--- config.mk ---
export PLATFORM = sky130hd
export DESIGN_NAME = nested_loop_counter
export DESIGN_NICKNAME = d
export VERILOG_FILES = /design/src/rtl/nested_loop_pkg.sv /design/src/rtl/loop_level_counter.sv /design/src/rtl/nested_loop_counter.sv
export SDC_FILE = /design/constraint.sdc
export NUM_CORES = 1
export LEC_CHECK = 0
export CELL_PAD_IN_SITES_DETAIL_PLACEMENT = 2
export CELL_PAD_IN_SITES_GLOBAL_PLACEMENT = 2
export CORE_ASPECT_RATIO = 0.7
export CORE_MARGIN = 2
export CORE_UTILIZATION = 33
export DETAILED_ROUTE_END_ITERATION = 8
export PLACE_DENSITY = 0.87
export REMOVE_ABC_BUFFERS = 1
export SKIP_LAST_GASP = 1
export SYNTH_ARGS = -nofsm -noshare
export SYNTH_HDL_FRONTEND = slang
export SYNTH_SLANG_ARGS = --single-unit
--- constraint.sdc ---
create_clock -name clk -period 10.98 [get_ports clk]
set_input_delay 2.745 -clock clk [delete_from_list [all_inputs] [get_ports clk]]
set_output_delay 2.745 -clock clk [all_outputs]
set_load 0.05 [all_outputs]
--- src/rtl/nested_loop_pkg.sv ---
// Shared types and default sizing for the nested loop counter.
package nested_loop_pkg;

    localparam int unsigned DEF_NUM_LEVELS = 3;
    localparam int unsigned DEF_CNT_W      = 16;
    localparam int unsigned DEF_TOTAL_W    = 64;

    // Run state of the loop nest.
    typedef enum logic [1:0] {
        ST_IDLE = 2'd0,
        ST_RUN  = 2'd1,
        ST_DONE = 2'd2
    } state_e;

    // One level count at the default width.
    typedef logic [DEF_CNT_W-1:0] level_cnt_t;

endpackage

--- src/rtl/loop_level_counter.sv ---
// One level of the loop nest: modulo counter against a latched target with carry chain.
module loop_level_counter
    import nested_loop_pkg::*;
#(
    parameter int unsigned CNT_W = DEF_CNT_W
) (
    input  logic             clk,
    input  logic             rst,
    input  logic             clear,
    input  logic             load_target,
    input  logic [CNT_W-1:0] target,
    input  logic             carry_in,
    output logic [CNT_W-1:0] count,
    output logic             last,
    output logic             carry_out
);

    logic [CNT_W-1:0] count_q, count_d;
    logic [CNT_W-1:0] target_q, target_d;

    // Stored target is never 0, so target_q-1 cannot underflow once a run is loaded.
    assign last      = (count_q == (target_q - CNT_W'(1)));
    assign carry_out = carry_in && last;
    assign count     = count_q;

    // Next count/target: load beats clear beats advance.
    always_comb begin
        count_d  = count_q;
        target_d = target_q;
        if (load_target) begin
            target_d = (target == '0) ? CNT_W'(1) : target;
            count_d  = '0;
        end else if (clear) begin
            count_d = '0;
        end else if (carry_in) begin
            count_d = last ? '0 : (count_q + CNT_W'(1));
        end
    end

    // Level registers with synchronous active-low reset.
    always_ff @(posedge clk) begin
        if (!rst) begin
            count_q  <= '0;
            target_q <= '0;
        end else begin
            count_q  <= count_d;
            target_q <= target_d;
        end
    end

endmodule

--- src/rtl/nested_loop_counter.sv ---
// NUM_LEVELS-deep nested loop counter with single-shot/continuous runs, stall, abort and step tally.
module nested_loop_counter
    import nested_loop_pkg::*;
#(
    parameter int unsigned NUM_LEVELS = DEF_NUM_LEVELS,
    parameter int unsigned CNT_W      = DEF_CNT_W,
    parameter int unsigned TOTAL_W    = DEF_TOTAL_W
) (
    input  logic                        clk,
    input  logic                        rst,
    input  logic                        start,
    input  logic                        cont,
    input  logic                        abort,
    input  logic                        en,
    input  logic [NUM_LEVELS*CNT_W-1:0] targets,
    output logic [NUM_LEVELS*CNT_W-1:0] counts,
    output logic [NUM_LEVELS-1:0]       last,
    output logic                        busy,
    output logic                        step,
    output logic                        wrap,
    output logic                        done,
    output logic [TOTAL_W-1:0]          total
);

    state_e               state_q, state_d;
    logic                 cont_q, cont_d;
    logic [TOTAL_W-1:0]   total_q, total_d;
    logic                 wrap_q, wrap_d;
    logic                 done_q, done_d;

    logic [NUM_LEVELS:0]  carry;
    logic [NUM_LEVELS-1:0] last_w;
    logic                 in_run;
    logic                 all_last;
    logic                 load_c;
    logic                 clear_c;

    assign in_run   = (state_q == ST_RUN);
    assign all_last = &last_w;
    assign step     = en && in_run;
    assign busy     = in_run;
    assign last     = last_w;
    assign wrap     = wrap_q;
    assign done     = done_q;
    assign total    = total_q;

    // Targets are captured only on an accepted start; counts are forced to 0 outside RUN.
    assign load_c  = (state_q == ST_IDLE) && start && !abort;
    assign clear_c = abort || !in_run;

    // The final single-shot step is consumed but leaves the counts on their last values.
    assign carry[0] = step && !(all_last && !cont_q);

    // Carry chain of level counters, level 0 innermost.
    for (genvar gi = 0; gi < NUM_LEVELS; gi++) begin : g_level
        loop_level_counter #(
            .CNT_W (CNT_W)
        ) u_level (
            .clk         (clk),
            .rst         (rst),
            .clear       (clear_c),
            .load_target (load_c),
            .target      (targets[gi*CNT_W +: CNT_W]),
            .carry_in    (carry[gi]),
            .count       (counts[gi*CNT_W +: CNT_W]),
            .last        (last_w[gi]),
            .carry_out   (carry[gi+1])
        );
    end

    // Next-state, mode, tally and pulse computation; abort overrides everything.
    always_comb begin
        state_d = state_q;
        cont_d  = cont_q;
        total_d = total_q;
        wrap_d  = carry[NUM_LEVELS];
        done_d  = 1'b0;
        case (state_q)
            ST_IDLE: begin
                if (start) begin
                    state_d = ST_RUN;
                    cont_d  = cont;
                    total_d = '0;
                end
            end
            ST_RUN: begin
                if (en) begin
                    total_d = total_q + TOTAL_W'(1);
                    if (all_last && !cont_q) begin
                        state_d = ST_DONE;
                    end
                end
            end
            ST_DONE: begin
                state_d = ST_IDLE;
            end
            default: begin
                state_d = ST_IDLE;
            end
        endcase
        if (abort) begin
            state_d = ST_IDLE;
            cont_d  = cont_q;
            total_d = total_q;
            wrap_d  = 1'b0;
        end
        done_d = (state_d == ST_DONE);
    end

    // Control registers with synchronous active-low reset.
    always_ff @(posedge clk) begin
        if (!rst) begin
            state_q <= ST_IDLE;
            cont_q  <= 1'b0;
            total_q <= '0;
            wrap_q  <= 1'b0;
            done_q  <= 1'b0;
        end else begin
            state_q <= state_d;
            cont_q  <= cont_d;
            total_q <= total_d;
            wrap_q  <= wrap_d;
            done_q  <= done_d;
        end
    end

endmodule

==> out/summary.txt <==
Rel. slew slack -> 23.1%
final setup TNS -> 0 ps
Worst EP arrival -> 4820 ps
Commonest cells post-synth -> dfxtp_1 (165), nand2_1 (150), a21oi_1 (102), nor2_1 (93), xor2_1 (76)
Chip Height -> 141 um
min Tclk post-route -> 7570 ps
Layout Utilization -> 43.2%
reg2reg setup slack -> 6400 ps
CTS tree -> yes
capture point of the worst path -> step
TritonCTS Buffers -> 17
largest net degree at the start of global routing -> 63
Setup crit end kind -> output pin
Reg-to-Reg End -> g_level[0].u_level.count[4]$_SDFFE_PP0N_
area of the multi-input gates -> 5250 um^2
EDFF count, synth -> 0
CTS sink count -> 165
global-route wire length before repair -> 54.6 mm
post-CTS setup repair buffer count -> 0
WL final -> 34.1 mm
R2R depth -> 9
Worst Hold Class -> flip-flop to flip-flop
drt pass-1 iters -> 4
die area -> 28300 um^2
GR Util All Layers -> 24.1%
Synth cell types -> 70
Fmax achieved -> 132 MHz
syn_area_per_cell -> 7.88 um^2
Seq/Total Area, Yosys -> 37.2%
max cap viols -> 0
aggregate global routing overflow -> 0
DRC -> 0
clock skew -> 11.1 ps
Layout fillers -> 2985
pwr dens -> 125 nW/um^2
Pins Over Slew Limit -> 0
layout cells sized above 1 -> 5.14%
area grow syn2layout -> 29.4%
main flop type after synthesis -> dfxtp_1
unrepaired setup endpoints after global routing -> no
worst endpoint required time -> 8240 ps
Max FO, Critical Path -> 13
Startpoint Class -> primary input
core area -> 26600 um^2
Tightest Pin Transition -> 1140 ps
antenna violations before repair -> 1
Yosys warning total -> 0
P_leak -> 3.84 nW
critical path class -> primary input to output pin
area share of the largest cell type after synthesis -> 37.2%
CP startpoint -> en
most area-consuming cells after synthesis -> dfxtp_1 (37%), xor2_1 (7.5%), nand2_1 (6.3%), a21oi_1 (5.7%), nor2_1 (3.9%)
# IOs -> 173
most common cell in the synthesized netlist -> dfxtp_1
root buf cell -> clkbuf_16
final hold viol count -> 0
worst flop-to-flop path startpoint -> g_level[1].u_level.target_q[4]$_SDFFE_PN0P_
# resized after CTS -> 0
Mapped Area -> 8880 um^2
FF/Latch Area -> 3300 um^2
num rows -> 50
dominant cell type by area after synthesis -> dfxtp_1
# nets final -> 1332
worst vdd ir -> 0.0868 mV
Die X -> 200 um
cts-stage hold buffer count -> 0
number of global-route vias before repair -> 9765
H-tree Lvls -> 4
Async SR Flop Fraction -> 0%
drt via density -> 5.53
worst hold slack -> 486 ps
Post-Synthesis Cells -> 1127
clk slew on worst S/H paths -> 70 ps
CTS max path bufs -> 2
Starting Density -> 33.4%
Power Total -> 1.43 mW
vias -> 9106
clk_lat worst skew -> 450 ps
WL per Instance -> 20.7 um
detailed placement HPWL -> 24.9 mm
status -> completed
GPL Wtd Cong -> 0.850
Starting DRT DRC Count -> 378
ANT nets after route -> 0
PortBufs -> 172
register bit total from synthesis -> 165
hold_sp -> g_level[1].u_level.target_q[15]$_SDFFE_PN0P_
final worst path period share -> 68.9%
final setup violation count -> 0
## how the worst min path moves through the flow
stage / cells past startpoint / slack, ps / end
6_report: 2 / 490 / g_level[1].u_level.target_q[15]$_SDFFE_PN0P_
5_1_grt: 2 / 510 / g_level[1].u_level.target_q[15]$_SDFFE_PN0P_
4_1_cts: 2 / 490 / g_level[1].u_level.target_q[15]$_SDFFE_PN0P_
3_5_place_dp: 2 / 470 / g_level[0].u_level.target_q[15]$_SDFFE_PN0P_
3_3_place_gp: 2 / 460 / g_level[1].u_level.target_q[15]$_SDFFE_PN0P_
2_1_floorplan: 2 / 450 / g_level[0].u_level.target_q[15]$_SDFFE_PN0P_
## layout make-up
type                            instances  area share [%]
Timing Repair Buffer                  178            15.4
Clock buffer                           18            3.82
Inverter                               29           0.947
Sequential cell                       165            28.7
Antenna cell                            1          0.0218
Clock inverter                         13            1.49
Tap cell                              364            3.96
Multi-Input combinational cell        880            45.7
## power by group
part	internal, mW	switching (mW)	leakage, nW
clock network	0.366	0.277	0.293
logic	0.0694	0.0971	2.21
registers	0.607	0.0155	1.33
## registers in the layout, summed over array words and instances (netlist names)
| register | flops |
|---|---|
| cont_q | 1 |
| done | 1 |
| g_level.u_level.count | 48 |
| g_level.u_level.target_q | 48 |
| state_q | 2 |
| total | 64 |
| wrap | 1 |
## routing by layer
layer  part of all wire, %  track usage, %  up-vias
met5                     0               0        -
met4                   1.9            6.72        0
met3                   4.7            4.02       34
met2                    47            39.9      210
met1                    47            32.7     4542
li1                      -               -     4320
## layout by cell type, fill, tap and decap left out, types with 3 or more instances in the layout
master and count:
xor2_1 76, and2_1 8, clkdlybuf4s50_1 172, nand4_1 34, or4_1 19, and4_1 9
nor2b_1 4, nor2_1 93, xnor2_1 35, inv_6 3, or3_1 47, o31ai_1 17
and3_1 23, nand2_1 149, nor3b_1 3, nand2b_1 6, o2111ai_1 4, nor4_1 27
o21ai_0 44, mux2i_1 5, o211ai_1 4, nand3_1 46, clkinv_4 4, ha_1 7
a22o_1 4, nand3b_1 8, or2_2 7, dfxtp_1 165, o21a_1 3, a21oi_1 102
inv_1 28, nor3_1 35, nand4b_1 3, nand2_2 3, buf_4 6, a31oi_1 8
clkbuf_16 17, or4_4 4, bufinv_16 3
## worst max-delay path: stages
cell             delay [ps]
clkdlybuf4s50_1         530
nand2_1                 340
inv_1                   330
clkdlybuf4s50_1         870
## metrics by stage
| step | instance area [um^2] | cells | setup WS (ps) |
|---|---|---|---|
| finish | 11500 | 1648 | 3410 |
| global route | 11500 | 1648 | 3300 |
| CTS | 11500 | 1647 | 3420 |
| detailed placement | 10900 | 1616 | 3450 |
| global placement | 10900 | 1616 | 3550 |
| floorplan | 8650 | 1074 | 3710 |
## kinds of logic (layout without fill, tap and decap cells)
| family | count (synthesis) | count (layout) | synth area share, % |
|---|---|---|---|
| compound gates | 216 | 216 | 14.5 |
| mux | 6 | 6 | 0.690 |
| flops | 165 | 165 | 37.2 |
| other cells | 0 | 1 | 0 |
| fa+ha+maj | 7 | 7 | 0.986 |
| xor+xnor | 111 | 111 | 10.9 |
| buf+inv | 82 | 238 | 3.83 |
| simple gates | 540 | 540 | 31.9 |
Power figures use the tool's default switching activity.
